`src/rtl/mmcm_ctrl_pkg.sv`:
```
// mmcm_ctrl_pkg: shared types, default timing and helpers for the MMCM reset controller.
`timescale 1ns/1ps
package mmcm_ctrl_pkg;

  typedef enum logic [2:0] {
    RESET_HOLD = 3'd0,
    WAIT_LOCK  = 3'd1,
    STABLE     = 3'd2,
    RUN        = 3'd3,
    FAIL       = 3'd4
  } state_t;

  // Default timing for a 12 MHz input clock
  localparam int DEF_RST_HOLD_CYCLES    = 16;
  localparam int DEF_LOCK_TIMEOUT       = 12000;
  localparam int DEF_LOCK_STABLE_CYCLES = 64;
  localparam int DEF_MAX_RETRIES        = 3;
  localparam int DEF_LOSS_CNT_W         = 8;
  localparam int DEF_GLITCH_CYCLES      = 4;

  // Bits needed to hold the values 0..n-1 (never less than one bit)
  function automatic int ctr_w(input int n);
    return (n < 2) ? 1 : $clog2(n);
  endfunction

  function automatic int max2(input int a, input int b);
    return (a > b) ? a : b;
  endfunction

  // Output decode of a state: {mmcm_reset, sys_rst_n, fail}
  function automatic logic [2:0] out_dec(input state_t s);
    return {(s == RESET_HOLD) || (s == FAIL), s == RUN, s == FAIL};
  endfunction

endpackage

```
`src/rtl/sync_2ff.sv`:
```
// sync_2ff: 1-bit double-flop synchronizer, async active-low reset, resets to 0.
`timescale 1ns/1ps
module sync_2ff (
  input  logic clk,
  input  logic rst_n,
  input  logic d,
  output logic q
);

  logic meta_p0;
  logic sync_p1;

  // Two flops in series give the first stage a full cycle to resolve metastability
  always_ff @(posedge clk or negedge rst_n) begin
    if (!rst_n) begin
      meta_p0 <= 1'b0;
      sync_p1 <= 1'b0;
    end else begin
      meta_p0 <= d;
      sync_p1 <= meta_p0;
    end
  end

  assign q = sync_p1;

endmodule

```
`src/rtl/mmcm_reset_ctrl.sv`:
```
// mmcm_reset_ctrl: sequences the MMCM reset, waits for a stable lock, then
// releases the system reset; retries on lock timeout and latches FAIL.
// Optional build macro: LOCK_GLITCH_FILTER_EN (ignore short lock drops in RUN).
`timescale 1ns/1ps
module mmcm_reset_ctrl
  import mmcm_ctrl_pkg::*;
#(
  parameter int RST_HOLD_CYCLES    = DEF_RST_HOLD_CYCLES,
  parameter int LOCK_TIMEOUT       = DEF_LOCK_TIMEOUT,
  parameter int LOCK_STABLE_CYCLES = DEF_LOCK_STABLE_CYCLES,
  parameter int MAX_RETRIES        = DEF_MAX_RETRIES,
  parameter int LOSS_CNT_W         = DEF_LOSS_CNT_W,
  parameter int GLITCH_CYCLES      = DEF_GLITCH_CYCLES
) (
  input  logic                                clk_in1,
  input  logic                                reset_n,
  input  logic                                locked,
  input  logic                                restart,
  output logic                                mmcm_reset,
  output logic                                sys_rst_n,
  output logic                                fail,
  output logic [ctr_w(MAX_RETRIES + 1)-1:0]   retry_cnt,
  output logic [LOSS_CNT_W-1:0]               lock_loss_cnt,
  output logic [2:0]                          state
);

  localparam int RETRY_W = ctr_w(MAX_RETRIES + 1);
  // One timer serves every state, so size it for the longest interval
  localparam int TMR_W = ctr_w(max2(max2(RST_HOLD_CYCLES, LOCK_TIMEOUT),
                                    max2(LOCK_STABLE_CYCLES, GLITCH_CYCLES)));

  localparam logic [TMR_W-1:0]      HOLD_LAST   = TMR_W'(RST_HOLD_CYCLES - 1);
  localparam logic [TMR_W-1:0]      TO_LAST     = TMR_W'(LOCK_TIMEOUT - 1);
  localparam logic [TMR_W-1:0]      STABLE_LAST = TMR_W'(LOCK_STABLE_CYCLES - 1);
  localparam logic [TMR_W-1:0]      TMR_ONE     = TMR_W'(1);
  localparam logic [RETRY_W-1:0]    RETRY_MAX   = RETRY_W'(MAX_RETRIES);
  localparam logic [LOSS_CNT_W-1:0] LOSS_SAT    = '1;
  localparam logic [LOSS_CNT_W-1:0] LOSS_ONE    = LOSS_CNT_W'(1);
`ifdef LOCK_GLITCH_FILTER_EN
  localparam logic [TMR_W-1:0]      GLITCH_LAST = TMR_W'(GLITCH_CYCLES - 1);
`endif

  state_t           st;
  logic [TMR_W-1:0] timer;
  logic             locked_s;

  // locked is asynchronous to clk_in1; only the synchronized copy is used
  sync_2ff u_lock_sync (
    .clk   (clk_in1),
    .rst_n (reset_n),
    .d     (locked),
    .q     (locked_s)
  );

  // Sequencer FSM; outputs are registered from the state being entered
  always_ff @(posedge clk_in1 or negedge reset_n) begin
    if (!reset_n) begin
      st            <= RESET_HOLD;
      {mmcm_reset, sys_rst_n, fail} <= out_dec(RESET_HOLD);
      timer         <= '0;
      retry_cnt     <= '0;
      lock_loss_cnt <= '0;
    end else if (restart) begin
      st        <= RESET_HOLD;
      {mmcm_reset, sys_rst_n, fail} <= out_dec(RESET_HOLD);
      timer     <= '0;
      retry_cnt <= '0;
    end else begin
      case (st)
        RESET_HOLD: begin
          if (timer == HOLD_LAST) begin
            st    <= WAIT_LOCK;
            {mmcm_reset, sys_rst_n, fail} <= out_dec(WAIT_LOCK);
            timer <= '0;
          end else begin
            timer <= timer + TMR_ONE;
          end
        end
        WAIT_LOCK: begin
          if (locked_s) begin
            st    <= STABLE;
            {mmcm_reset, sys_rst_n, fail} <= out_dec(STABLE);
            timer <= '0;
          end else if (timer == TO_LAST) begin
            timer <= '0;
            if (retry_cnt == RETRY_MAX) begin
              st <= FAIL;
              {mmcm_reset, sys_rst_n, fail} <= out_dec(FAIL);
            end else begin
              st        <= RESET_HOLD;
              {mmcm_reset, sys_rst_n, fail} <= out_dec(RESET_HOLD);
              retry_cnt <= retry_cnt + RETRY_W'(1);
            end
          end else begin
            timer <= timer + TMR_ONE;
          end
        end
        STABLE: begin
          if (!locked_s) begin
            // Lock dropped before proving stable: wait again, same attempt
            st    <= WAIT_LOCK;
            {mmcm_reset, sys_rst_n, fail} <= out_dec(WAIT_LOCK);
            timer <= '0;
          end else if (timer == STABLE_LAST) begin
            st        <= RUN;
            {mmcm_reset, sys_rst_n, fail} <= out_dec(RUN);
            timer     <= '0;
            retry_cnt <= '0;
          end else begin
            timer <= timer + TMR_ONE;
          end
        end
        RUN: begin
`ifdef LOCK_GLITCH_FILTER_EN
          if (locked_s) begin
            timer <= '0;
          end else if (timer == GLITCH_LAST) begin
            st    <= RESET_HOLD;
            {mmcm_reset, sys_rst_n, fail} <= out_dec(RESET_HOLD);
            timer <= '0;
            if (lock_loss_cnt != LOSS_SAT) lock_loss_cnt <= lock_loss_cnt + LOSS_ONE;
          end else begin
            timer <= timer + TMR_ONE;
          end
`else
          if (!locked_s) begin
            st    <= RESET_HOLD;
            {mmcm_reset, sys_rst_n, fail} <= out_dec(RESET_HOLD);
            timer <= '0;
            if (lock_loss_cnt != LOSS_SAT) lock_loss_cnt <= lock_loss_cnt + LOSS_ONE;
          end
`endif
        end
        FAIL: begin
          st <= FAIL;
        end
        default: begin
          st    <= RESET_HOLD;
          {mmcm_reset, sys_rst_n, fail} <= out_dec(RESET_HOLD);
          timer <= '0;
        end
      endcase
    end
  end

  assign state = st;

endmodule

```
`config.mk`:
```
export PLATFORM = sky130hd
export DESIGN_NAME = mmcm_reset_ctrl
export DESIGN_NICKNAME = d
export VERILOG_FILES = /design/src/rtl/mmcm_ctrl_pkg.sv /design/src/rtl/sync_2ff.sv /design/src/rtl/mmcm_reset_ctrl.sv
export SDC_FILE = /design/constraint.sdc
export NUM_CORES = 1
export LEC_CHECK = 0
export CORE_MARGIN = 10
export CORE_UTILIZATION = 51
export CTS_CLUSTER_DIAMETER = 30
export DETAILED_ROUTE_END_ITERATION = 16
export GPL_ROUTABILITY_DRIVEN = 0
export PLACE_DENSITY = 0.74
export SYNTH_ARGS = -nofsm -noshare
export SYNTH_HDL_FRONTEND = slang
export SYNTH_SLANG_ARGS = --single-unit
```
`constraint.sdc`:
```
create_clock -name clk_in1 -period 5.2 [get_ports clk_in1]
set_input_delay 1.04 -clock clk_in1 [delete_from_list [all_inputs] [get_ports clk_in1]]
set_output_delay 1.04 -clock clk_in1 [all_outputs]
set_load 0.05 [all_outputs]
```
==> flow_summary.toml, run 1 <==
[outcome]
outcome = "complete, no violations"

[logic_synthesis]
yosys.area.top_type = "dfrtp_1"
yosysTopAreaCellShare = 0.448
synth_edf_count = 0
synthArstFlopShare = 1.00
synthCells = 178
synth_top_flop_cell = "dfrtp_1"
ys_types = 49
ys_seq_elements = 32
ys_seq_area_frac = 0.463
syn_avg_cell_area_sq_um = 9.72
ys_top_cells_by_area = "dfrtp_1, xnor2_1, a21oi_1, nand2_1, nand4_1"
syn_nets = 185
synth-warning-count = 0
synthesis.area_sq_um = 1730

[timing]
fin_worst_skew_ns = 0.0109
maxSlewViolCount = 0
worst_pin_slew_ns = 0.856
fmax_mhz = 341
maxSlewHeadroom = 0.425
rsz0062_at_grt = "no"
final.setup.tns_ns = 0
setup_viol = 0
whs_ns = 0.367
hold_violations = 0
min_period_over_period = 0.564
period_needed_ns = 2.93

[clocking]
clock_sinks = 32
cts.path.max_buffers = 2
post_cts_buffers = 0
numCtsBuffers = 5
cts_hold_buf = 0
htree_levels = 2
clk_pin_slew_ns = 0.10
cts_tree = "yes"
clk_latency_ns = 0.34
cts_resized = 0
clk_root_buffer_cell = "clkbuf_4"

[setup_path]
max_stage_delay_ns = 0.71
crit_path_start_kind = "flop"
end_kind = "flop"
worst-setup-path-type = "flop to flop"
path_cells = "or4_1 -> or4_4 -> a221o_1 -> o21ai_1 -> o21ai_0"
worst_ep_arrival_time_ns = 3.12
cp.required_ns = 5.38
r2r_start = "timer[10]"
cpMaxStageDelayCell = "o21ai_1"
crit_path_start = "timer[10]"
cp_max_fo = 14

[detailed_routing]
drc = 0
drtIter0Drc = 116
vias = 1414
dr.pass1.iters = 4
vias_per_cell = 5.84
detail-route-antenna-nets = 0
wl_mm = 3.73
wire_per_inst_microns = 15.4

[floorplanning]
chipHeight_microns = 78.3
start_util = 0.523
core_sq_um = 3310
io_pins = 20
fp-row-count = 21
dieArea_sq_um = 6120
die_w_microns = 78.3

[finish]
mostFrequentLayoutCell = "dfrtp_1"
num-nets-final = 202
layout_common_cells = "dfrtp_1, clkdlybuf4s50_1, nand2_1, xnor2_1, a21oi_1"
drive_above_1_share = 0.0918
nFillCells = 290
synthToLayoutAreaGrowth_pct = 17.6
instances_no_fill = 242
design_area_sq_um = 2030
num_antenna_cells = 0

[placement]
dp.cells = 234
dp_hpwl_mm = 2.70
place_area_sq_um = 1940
port_buffers = 19

[global_route]
grt_use_total = 0.125
grt_overflow = 0
met1_usage = 0.153
antenna_found_initial = 0
top_usage_layer = "met2"
grt_pass1_vias = 1346
gr-usage-met3 = 0.0490
grt_max_degree = 33
grt_pass1_wl_mm = 6.33
use_met2 = 0.192

[flow_run]
maxCapViolations = 0

[worst_hold_path]
hp-class = "flop to flop"
hp-start = "u_lock_sync.meta_p0"

[power_and_ir_drop]
p_per_area_nw_per_um2 = 258
peakVddDrop_mv = 0.156
leakagePower_nw = 0.825
==> registers in the layout, indices dropped and copies added (netlist names) <==
signal and cells:
u_lock_sync.meta_p0 1, mmcm_reset 1, state 3, sys_rst_n 1
fail 1, u_lock_sync.q 1, timer 14, lock_loss_cnt 8
retry_cnt 2
==> final timing paths <==
| kind | cells past startpoint | end | slack [ns] |
|---|---|---|---|
| setup / recovery | 5 | timer[3] | 2.27 |
| hold / removal | 0 | u_lock_sync.q | 0.37 |
| setup reg to reg | 5 | timer[3] | 2.27 |
| hold reg to reg | 0 | u_lock_sync.q | 0.37 |
| max in group asynchronous | 2 | mmcm_reset | 3.79 |
| min in group asynchronous | 2 | timer[5] | 1.09 |
==> synth_stat cells, drive strengths merged (4+ instances only) <==
cell type,instances
inv,6
nor3,8
nor2,7
o21ai,7
dfrtp,31
and3,5
xnor2,16
nand2,17
a21oi,13
nand3,4
clkbuf,8
nand4,8
==> critical path, delay by kind of cell (launching register included) <==
| kind | cells | cell delay (ns) |
|---|---|---|
| compound gates | 3 | 1.35 |
| simple gates | 2 | 0.99 |
| flops | 1 | 0.44 |
==> metal layers <==
layer,part of all wire,up-vias
li1,-,688
met1,0.44,682
met2,0.49,35
met3,0.053,9
met4,0.016,0
met5,0,-
==> per-stage QoR <==
step,setup slack [ns],utilization,power (mW)
detailed placement,2.16,0.586,0.318
global route,2.07,0.615,0.547
finish,2.27,0.615,0.524
floorplan,2.82,-,0.297
global placement,2.20,0.586,0.316
CTS,2.30,0.615,0.529
==> cell type report <==
| type | instances | area, sq um | area share |
|---|---|---|---|
| multi-input combinational | 130 | 860 | 0.423 |
| sequential | 32 | 802 | 0.394 |
| timing repair buffer | 20 | 198 | 0.0972 |
| clock buffer | 7 | 65.1 | 0.0320 |
| tap | 46 | 57.6 | 0.0283 |
| clock inverter | 1 | 30.0 | 0.0148 |
| inverter | 6 | 22.5 | 0.0111 |
==> kinds of logic (layout without fill, tap and decap cells) <==
family / after synthesis / after routing / share of synthesized area
AO/OA/AOI/OAI: 38 / 38 / 0.149
XOR/XNOR: 17 / 17 / 0.0860
adder cells (fa/ha/maj): 3 / 3 / 0.0217
buffers and inverters: 16 / 34 / 0.0398
flip-flops: 32 / 32 / 0.463
multiplexers: 3 / 3 / 0.0188
AND/OR/NAND/NOR: 69 / 69 / 0.221
==> where the power goes <==
| part | internal (mW) | switching [mW] |
|---|---|---|
| sequential | 0.256 | 0.00691 |
| combinational | 0.0176 | 0.0320 |
| clock | 0.128 | 0.0843 |
| total | 0.401 | 0.123 |
(Power assumes the default switching activity.)
==> inputs of run 2 (changes only) <==
==> constraint.sdc (replaced) <==
create_clock -name clk_in1 -period 2.9 [get_ports clk_in1]
set_input_delay 0.58 -clock clk_in1 [delete_from_list [all_inputs] [get_ports clk_in1]]
set_output_delay 0.58 -clock clk_in1 [all_outputs]
set_load 0.05 [all_outputs]
==> run 2 against run 1 <==
Flip-flop and latch count stayed put. Critical path depth is the same. Combinational power up 87%. Critical endpoint is now fail. Fmax grew 17%. Setup slack worse by 1.9 ns. Core utilization fell by 0.42 points. Clock-buffer cell count is 1 higher. Cell count is 1.2% higher. Register-to-register slack got worse by 1.9 ns. Hold slack got worse by 0.0015 ns.
==> flow_summary.toml, run 2 (synthesis gave the netlist of run 1 again) <==
[timing]
whs_ns = 0.365
fin_worst_skew_ns = 0.0131
rsz0062_at_grt = "no"
hold_violations = 0
maxSlewViolCount = 0
final.setup.tns_ns = 0
setup_viol = 0
maxSlewHeadroom = 0.472
worst_pin_slew_ns = 0.790
min_period_over_period = 0.867
period_needed_ns = 2.51
setup_ws_ns = 0.386
fmax_mhz = 398

[clocking]
cts_resized = 0
clock_sinks = 32
htree_levels = 2
cts_hold_buf = 0
post_cts_buffers = 0
cts.path.max_buffers = 2
clk_latency_ns = 0.34
cts_tree = "yes"
clk_pin_slew_ns = 0.10
numCtsBuffers = 5
clk_root_buffer_cell = "clkbuf_4"

[floorplanning]
die_w_microns = 78.3
core_sq_um = 3310
io_pins = 20
fp-row-count = 21
chipHeight_microns = 78.3
start_util = 0.523
dieArea_sq_um = 6120

[setup_path]
worst-setup-path-type = "flop to flop"
end_kind = "flop"
r2r_start = "timer[10]"
r2r_slack_ns = 0.39
r2r-end = "fail"
cp.required_ns = 3.15
crit_path_start = "timer[10]"
worst-r2r-cell-count = 5
critPathCapture = "fail"
worst_ep_arrival_time_ns = 2.77
cp_max_fo = 7
crit_path_start_kind = "flop"

[global_route]
grt_overflow = 0
grt_pass1_wl_mm = 6.76
grt_pass1_vias = 1445
grt_use_total = 0.136
grt_max_degree = 33
antenna_found_initial = 0

[finish]
nFillCells = 316
synthToLayoutAreaGrowth_pct = 16.8
num-nets-final = 205
top_register = "timer"
largest_reg_flops = 14
num_antenna_cells = 0
layout_common_cells = "dfrtp_1, clkdlybuf4s50_1, nand2_1, xnor2_1, a21oi_1"
drive_above_1_share = 0.0955
mostFrequentLayoutCell = "dfrtp_1"

[power_and_ir_drop]
power_frac_seq = 0.566
combPwrFrac = 0.111
power.switching_uw = 221
p_per_area_nw_per_um2 = 412
peakVddDrop_mv = 0.243
p_clk_frac = 0.322
p_int_uw = 612
p_sw_frac = 0.265
leakagePower_nw = 0.821

[detailed_routing]
detail-route-antenna-nets = 0
wl_mm = 3.83
wire_per_inst_microns = 15.6
dr.pass1.iters = 4
vias = 1449
drc = 0
vias_per_cell = 5.91
drtIter0Drc = 134

[flow_run]
maxCapViolations = 0

[outcome]
outcome = "complete, no violations"

[placement]
dp_hpwl_mm = 2.73
dp_worst_setup_slack_ns = 0.404
port_buffers = 19

[worst_hold_path]
hp-class = "flop to flop"
-- run 2: cell count changes in the layout (fill, tap and decap cells not counted), sizes merged --
cell | previous run | this run
bufinv | 1 | 0
clkbuf | 7 | 8
buf | 1 | 4
-- run 2: area by class of cell --
cell class                 instances  area [sq um]  area share
multi-input combinational        130           860       0.425
clock buffer                       8          58.8      0.0291
timing repair buffer              23           220       0.109
sequential                        32           802       0.397
inverter                           6          22.5      0.0111
tap                               46          57.6      0.0285
-- run 2: routing by layer --
layer | track usage | wire length, microns | vias up
met5 | 0 | 0 | -
met4 | 0.0538 | 91 | 0
met3 | 0.0649 | 238 | 9
met2 | 0.215 | 1890 | 39
met1 | 0.155 | 1610 | 711
li1 | - | - | 690
-- run 2: worst min-delay path by stage --
stage | start | end | slack, ns | depth (start not counted)
floorplan | reset_n | fail | 0.28 | 0
global placement | u_lock_sync.meta_p0 | u_lock_sync.q | 0.34 | 0
detailed placement | u_lock_sync.meta_p0 | u_lock_sync.q | 0.34 | 0
CTS | u_lock_sync.meta_p0 | u_lock_sync.q | 0.36 | 0
global route | u_lock_sync.meta_p0 | u_lock_sync.q | 0.39 | 0
finish | u_lock_sync.meta_p0 | u_lock_sync.q | 0.37 | 0
-- run 2: power groups by stage --
stage | logic [mW] | clock network (mW) | registers, mW
2_1_floorplan | 0.0272 | 0 | 0.505
3_3_place_gp | 0.0907 | 0 | 0.479
3_5_place_dp | 0.0936 | 0 | 0.480
4_1_cts | 0.0939 | 0.273 | 0.471
5_1_grt | 0.100 | 0.304 | 0.474
6_report | 0.0927 | 0.268 | 0.471
-- run 2: per-stage QoR --
step / area, sq um / utilization / power [mW] / instances
3_5_place_dp: 1960 / 0.593 / 0.574 / 237
4_1_cts: 2020 / 0.610 / 0.838 / 245
2_1_floorplan: 1730 / - / 0.532 / 178
3_3_place_gp: 1960 / 0.593 / 0.569 / 237
5_1_grt: 2020 / 0.610 / 0.878 / 245
6_report: 2020 / 0.610 / 0.832 / 245
-- run 2: critical path, cell delays in order (launching register included) --
cell	delay (ns)
dfrtp_1	0.43
or4_1	0.54
or4_4	0.44
a221o_1	0.39
or3_1	0.35
a221oi_2	0.27
